`config.mk`:
```
export PLATFORM = sky130hd
export DESIGN_NAME = pipe_addsub_seg
export DESIGN_NICKNAME = d
export VERILOG_FILES = /design/src/rtl/pipe_addsub_seg.sv
export SDC_FILE = /design/constraint.sdc
export NUM_CORES = 1
export LEC_CHECK = 0
export CORE_UTILIZATION = 59
export CTS_CLUSTER_DIAMETER = 60
export DETAILED_ROUTE_END_ITERATION = 10
export PLACE_DENSITY = 0.84
export SYNTH_ARGS = -nofsm -noshare
export SYNTH_HDL_FRONTEND = slang
export SYNTH_SLANG_ARGS = --single-unit
```
`constraint.sdc`:
```
create_clock -name CLK_in -period 5.9 [get_ports CLK_in]
set_clock_uncertainty 0.15 [all_clocks]
set_input_delay 0.885 -clock CLK_in [delete_from_list [all_inputs] [get_ports CLK_in]]
set_output_delay 0.885 -clock CLK_in [all_outputs]
set_load 0.1 [all_outputs]
```
`src/rtl/pipe_addsub_seg.sv`:
```
// rtl/pipe_addsub_seg.sv - segmented pipelined add/sub with carry/borrow-in and valid/ready streaming.
// One register stage per SEG_W-bit carry segment; the whole pipe stalls together when the output is blocked.
module pipe_addsub_seg #(
  parameter int WIDTH = 16,
  parameter int SEG_W = 4
) (
  input  logic             CLK_in,
  input  logic             RST_in,
  input  logic [WIDTH-1:0] A_in,
  input  logic [WIDTH-1:0] B_in,
  input  logic             Cin_in,
  input  logic             Sub_in,
  input  logic             Valid_in,
  output logic             Ready_out,
  output logic [WIDTH:0]   Sum_out,
  output logic             Ovf_out,
  output logic             Valid_out,
  input  logic             Ready_in
);

  localparam int NSEG = WIDTH / SEG_W;
  localparam int LAST = NSEG - 1;

  generate
    if (WIDTH % SEG_W != 0) begin : g_width_check
      $error("pipe_addsub_seg: WIDTH must be an integer multiple of SEG_W");
    end
  endgenerate

  // Per-stage state: operand skew copies, partial result, segment carry-out, valid.
  logic [WIDTH-1:0] a_q [NSEG];
  logic [WIDTH-1:0] b_q [NSEG];
  logic [WIDTH-1:0] r_q [NSEG];
  logic             c_q [NSEG];
  logic             v_q [NSEG];

  logic [SEG_W:0]   seg_sum [NSEG];
  logic [WIDTH-1:0] b_eff;
  logic             cin_eff;
  logic             en;
  logic             take;

  // Subtraction is folded in at the input so later stages only ever add.
  assign b_eff   = Sub_in ? ~B_in : B_in;
  assign cin_eff = Sub_in ? ~Cin_in : Cin_in;

  assign en        = Ready_in || !v_q[LAST];
  assign Ready_out = en;
  assign take      = Valid_in && en;

  always_comb begin
    for (int k = 0; k < NSEG; k++) begin
      seg_sum[k] = '0;
    end
    seg_sum[0] = {1'b0, A_in[SEG_W-1:0]} + {1'b0, b_eff[SEG_W-1:0]}
               + (SEG_W+1)'(cin_eff);
    for (int k = 1; k < NSEG; k++) begin
      seg_sum[k] = {1'b0, a_q[k-1][k*SEG_W +: SEG_W]}
                 + {1'b0, b_q[k-1][k*SEG_W +: SEG_W]}
                 + (SEG_W+1)'(c_q[k-1]);
    end
  end

  // Data registers load only behind a valid beat, so the output holds its last result across bubbles.
  always_ff @(posedge CLK_in) begin
    if (RST_in) begin
      for (int k = 0; k < NSEG; k++) begin
        v_q[k] <= 1'b0;
        c_q[k] <= 1'b0;
        a_q[k] <= '0;
        b_q[k] <= '0;
        r_q[k] <= '0;
      end
    end else if (en) begin
      v_q[0] <= take;
      if (take) begin
        a_q[0] <= A_in;
        b_q[0] <= b_eff;
        r_q[0] <= WIDTH'(seg_sum[0][SEG_W-1:0]);
        c_q[0] <= seg_sum[0][SEG_W];
      end
      for (int k = 1; k < NSEG; k++) begin
        v_q[k] <= v_q[k-1];
        if (v_q[k-1]) begin
          a_q[k] <= a_q[k-1];
          b_q[k] <= b_q[k-1];
          c_q[k] <= seg_sum[k][SEG_W];
          r_q[k] <= r_q[k-1];
          r_q[k][k*SEG_W +: SEG_W] <= seg_sum[k][SEG_W-1:0];
        end
      end
    end
  end

  assign Valid_out = v_q[LAST];
  assign Sum_out   = {c_q[LAST], r_q[LAST]};
  assign Ovf_out   = (a_q[LAST][WIDTH-1] == b_q[LAST][WIDTH-1])
                  && (r_q[LAST][WIDTH-1] != a_q[LAST][WIDTH-1]);

endmodule

```
* Word level (Yosys, flattened, before mapping) *
Memory sizes are Yosys's and may differ from the RTL's.
Cells that the tools add are included.
Widths: inputs -> output; s select.

storage, ports and cells
  flip-flop bits (word level) = 0
  bits in writable memories = 200
  memories = 5
  output and inout port bits = 20

memory list
  name  words  bits a word  rd ports  clocked after memory_dff  wr ports  RTL line  RTL
  a_q   4      16           4         0                         4         31        logic [WIDTH-1:0] a_q [NSEG];
  b_q   4      16           4         0                         4         32        logic [WIDTH-1:0] b_q [NSEG];
  r_q   4      16           4         0                         4         33        logic [WIDTH-1:0] r_q [NSEG];
  c_q   4      1            4         0                         4         34        logic c_q [NSEG];
  v_q   4      1            4         0                         4         35        logic v_q [NSEG];

cells by class
  add/sub/neg operators = 8
  reduce and logical (&&, ||, !) cells = 4
  bitwise logic cells = 25
  equality and inequality tests = 2
  muxes and demuxes = 46

operators with widths
  cell               count
  $mux 16            13
  $mux 1             30
  $or 1x1->1         23
  $add 4x4->5        4
  $add 5x1->5        4
  $not 16->16        1
  $mux 4             3
  $logic_and 1x1->1  2
  $eq 1x1->1         1
  $logic_not 1->1    1
  $logic_or 1x1->1   1
  $ne 1x1->1         1
  $not 1->1          1

* Longest topological paths before layout *
  depth in word-level cells = 8
  mapped depth = 8
  mapped depth without buffers = 6

* Least setup slack after synthesis *
Ideal clock, no wire load.

  kind = reg2out
  from = memory r_q[3][15]
  to = output port Ovf_out
  required time = 4.865 ns
  stages on the path, launching flop included = 2
  slack = 1.809 ns
  arrival = 3.056 ns
  path buffers = 0
  cell sequence = edfxtp_1 -> o21ai_0

RTL lines
  element          RTL line  RTL
  start, declared  33
  end, declared    16        output logic Ovf_out,

* Final worst setup path *
  from = input port Ready_in
  to = output port Ready_out

between the ends
  cells in the longest elaborated chain, start to end = 1

ends and longest elaborated chain
  element           RTL line  RTL
  start, declared   18        input logic Ready_in
  $logic_or 1x1->1  47        assign en = Ready_in || !v_q[LAST];
  end, declared     14        output logic Ready_out,

No other way between the ends.

==> impl_results.md <==
- Antenna Nets Post-Route: 0
- Core area: roughly 7300 um2
- Global-route wire length before repair: ~9.6 mm
- Period utilisation layout: between 60% and 70%
- GRT overflow: 0
- Comb power frac: a little over an eighth
- Synthesized cell area: 4530 um2
- Crit. End Element: output port
- Post-synth EDFFs: slightly below 100
- Worst-Skew Late Latency: around 0.35 ns
- Initial antenna violation count: 0
- Initial core utilization: 61.9%
- Largest family of logic cells by synthesized area: simple AND/OR/NAND/NOR gates
- Outcome: completed
- LEAKAGE: ~2.1 nW
- Synth cell types: 29
- Largest net degree at the start of global routing: 30
- Register area share after synthesis: between 60% and 70%
- Number of max-cap violations: 0
- Maximum VDD drop: between 0.1 and 0.15 mV
- Cts hold-fix bufs: 0
- Ys flop type: edfxtp_1
- Final setup fails: 0
- Simple-gate share of the synthesized area: approximately 18%
- Top delay family on crit path: buffers and inverters
- Setup repair after global routing missed its margin: no
- Sequential Power Share: between 50% and 60%
- Critical-path top delay cell: clkdlybuf4s50_1
- Class of the most critical setup path: in2out
- Peak per-stage delay on the critical path: ~1.1 ns
- Resized Gates After CTS: 0
- Port bufs: 57
- Drt wl/cell: approximately 12 um
- Clock sink count: 98
- Total Routing Usage GR: 16.5%
- Syn. warnings: 0
- CP arrival: ~2.7 ns
- Final #Nets: 420
- TNS Setup: 0 ns
- Worst setup SP type: input port
- Buf/Inv on CP: 3
- Post-synthesis mux area share: 0%
- Clk buf depth: 2
- Syn Inst Count: a little over 300
- Leading cell types in the layout, fill and taps excluded: 98 x edfxtp_1, 57 x clkdlybuf4s50_1, 36 x and2_4, 28 x and2_1, 21 x nor2_1
- Clock power share: around a third
- CTS buffer count: 9
- Yosys top cell by area: edfxtp_1
- Number of global-route vias before repair: approximately 2.2k
- Hold Crit Class: reg2reg
- FMAX: between 200 and 300 MHz
- HPWL after DPL: 4.28 mm
- Die Span X: around 90 um
- Slew HR: between 20 and 30%
- Syn_area_per_cell: 15.0 um2
- Worst-Margin Slew: 1.07 ns
- Pwr/cell area: between 200 and 300 nW/um2
- RD Place Congestion: ~0.73
- Post-Syn Nets: approximately 360
- Commonest non-fill, non-tap cell in the layout: edfxtp_1
- WL final: about 5.8 mm
- Final Hold Fails: 0
- Synth-to-layout area growth: 18.5%
- DRC: 0
- Switch Pwr: around 0.35 mW
- Power Internal: 1.17 mW
- Routed vias/inst: about 4.9
- Synth Area in Adders: between 6 and 7%
- Die height: about 90 um
- Most used cell, CP: clkdlybuf4s50_1
- Total die area: approximately 8000 um2
- Ys async rst share: 0%
- Antenna Cells: 0
- Xor/xnor cell area share of the yosys netlist: ~3.5%
- Final Non-Filler Cells: 464
- H-tree depth: 3
- TritonCTS clock tree: yes
- Placed insts: 450
- Final Cell Area: 5370 um2
- Clk pin slew, worst setup/hold paths: 0.08 ns
- First drt pass iteration count: 4
- Root Driver: clkbuf_8
- Seq cells post-synth: roughly 100
- Postcts setup bufs: 0
- IO Pins: a little under 60
- DRC marker count from the first detailed-route iteration: 68
- Layout cells sized above 1: between 15 and 20%
- Top cell type's share of synthesized area: roughly two thirds
- Period minus WS final: approximately 3.7 ns
- Worst endpoint required time: just under 5 ns
- Placement Cell Area: 5140 um2
- Top cells by area, synth: edfxtp_1 65%, and2_4 7.0%, and2_1 3.9%
- DR vias: 2273
- Sw Share: a little under a quarter
- Compound-Gate Fraction of Synth Area: under 10%
- Crit-path max FO: 9
- FP Rows: 31
- CP cell instances: clkdlybuf4s50_1 > nor2b_4 > inv_6 > clkdlybuf4s50_1
- Slew Viols, Final: 0
[metal layers]
| metal | track usage (%) | vias to the layer above | wire (um) |
|---|---|---|---|
| met2 | 29.1 | 66 | 2890 |
| li1 | - | 1149 | - |
| met5 | 0 | - | 0 |
| met3 | 2.83 | 16 | 233 |
| met1 | 18.6 | 1042 | 2470 |
| met4 | 10.4 | 0 | 180 |
[path summary, 6_finish.rpt]
kind / startpoint / to / slack, ns / cells after the start
max: Ready_in / Ready_out / 2.16 / 4
min: a_q[1][13] / a_q[2][13] / 0.37 / 1
max reg2reg: c_q[0] / c_q[1] / 3.85 / 6
min reg2reg: a_q[1][13] / a_q[2][13] / 0.37 / 1
[area by class of cell]
cell class	instances	area, um2
clock inverters	5	105
repair buffers	57	571
clock buffers	9	124
well taps	99	124
multi-input cells	173	1410
flip-flops and latches	98	2940
fillers	454	1960
inverters	23	96.3
[power by group through the flow]
stage | Combinational, mW | Clock [mW] | Sequential (mW)
floorplan | 0.102 | 0 | 0.888
CTS | 0.205 | 0.495 | 0.830
finish | 0.204 | 0.489 | 0.830
detailed placement | 0.203 | 0 | 0.846
global placement | 0.196 | 0 | 0.844
global route | 0.221 | 0.519 | 0.835
[state kept, by name, summed over array words and instances (netlist names)]
signal and count:
r_q 40, a_q 25, b_q 25, c_q 4, v_q 4
[worst reg2reg max path: cells and delay by family (launching register included)]
kind	cells	cell delay, ns
adder cells (fa/ha/maj)	2	0.88
flip-flops	1	0.35
AO/OA/AOI/OAI	2	0.27
AND/OR/NAND/NOR	1	0.18
buffers and inverters	1	0.07
[synth_stat cells (3+ instances only)]
master    count
edfxtp_1     98
and2_4       36
and2_1       28
nor2_1       21
inv_1        18
xnor2_1      13
ha_1         12
a21oi_1       8
fa_1          8
nand3b_1      6
nor2b_1       6
a21o_1        5
buf_6         5
xor2_1        5
a21boi_0      4
nand3b_4      4
nor3_1        4
o21ai_0       4
buf_4         3
nor3b_1       3
[through the flow]
stage / total power, mW / utilization [%] / hold WS [ns] / setup slack, ns
finish: 1.52 / 73.3 / 0.373 / 2.16
global route: 1.57 / 73.3 / 0.395 / 2.11
floorplan: 0.990 / - / 0.347 / 1.81
CTS: 1.53 / 73.3 / 0.375 / 2.15
detailed placement: 1.05 / 70.2 / 0.354 / 2.07
global placement: 1.04 / 70.2 / 0.350 / 2.13
[kinds of logic (layout without fill, tap and decap cells)]
group / after synthesis / in the layout
simple gates: 114 / 114
fa+ha+maj: 20 / 20
buf+inv: 32 / 94
xor+xnor: 18 / 18
compound gates: 21 / 21
flops: 98 / 98
No activity file was read; power rests on OpenSTA's default activity.
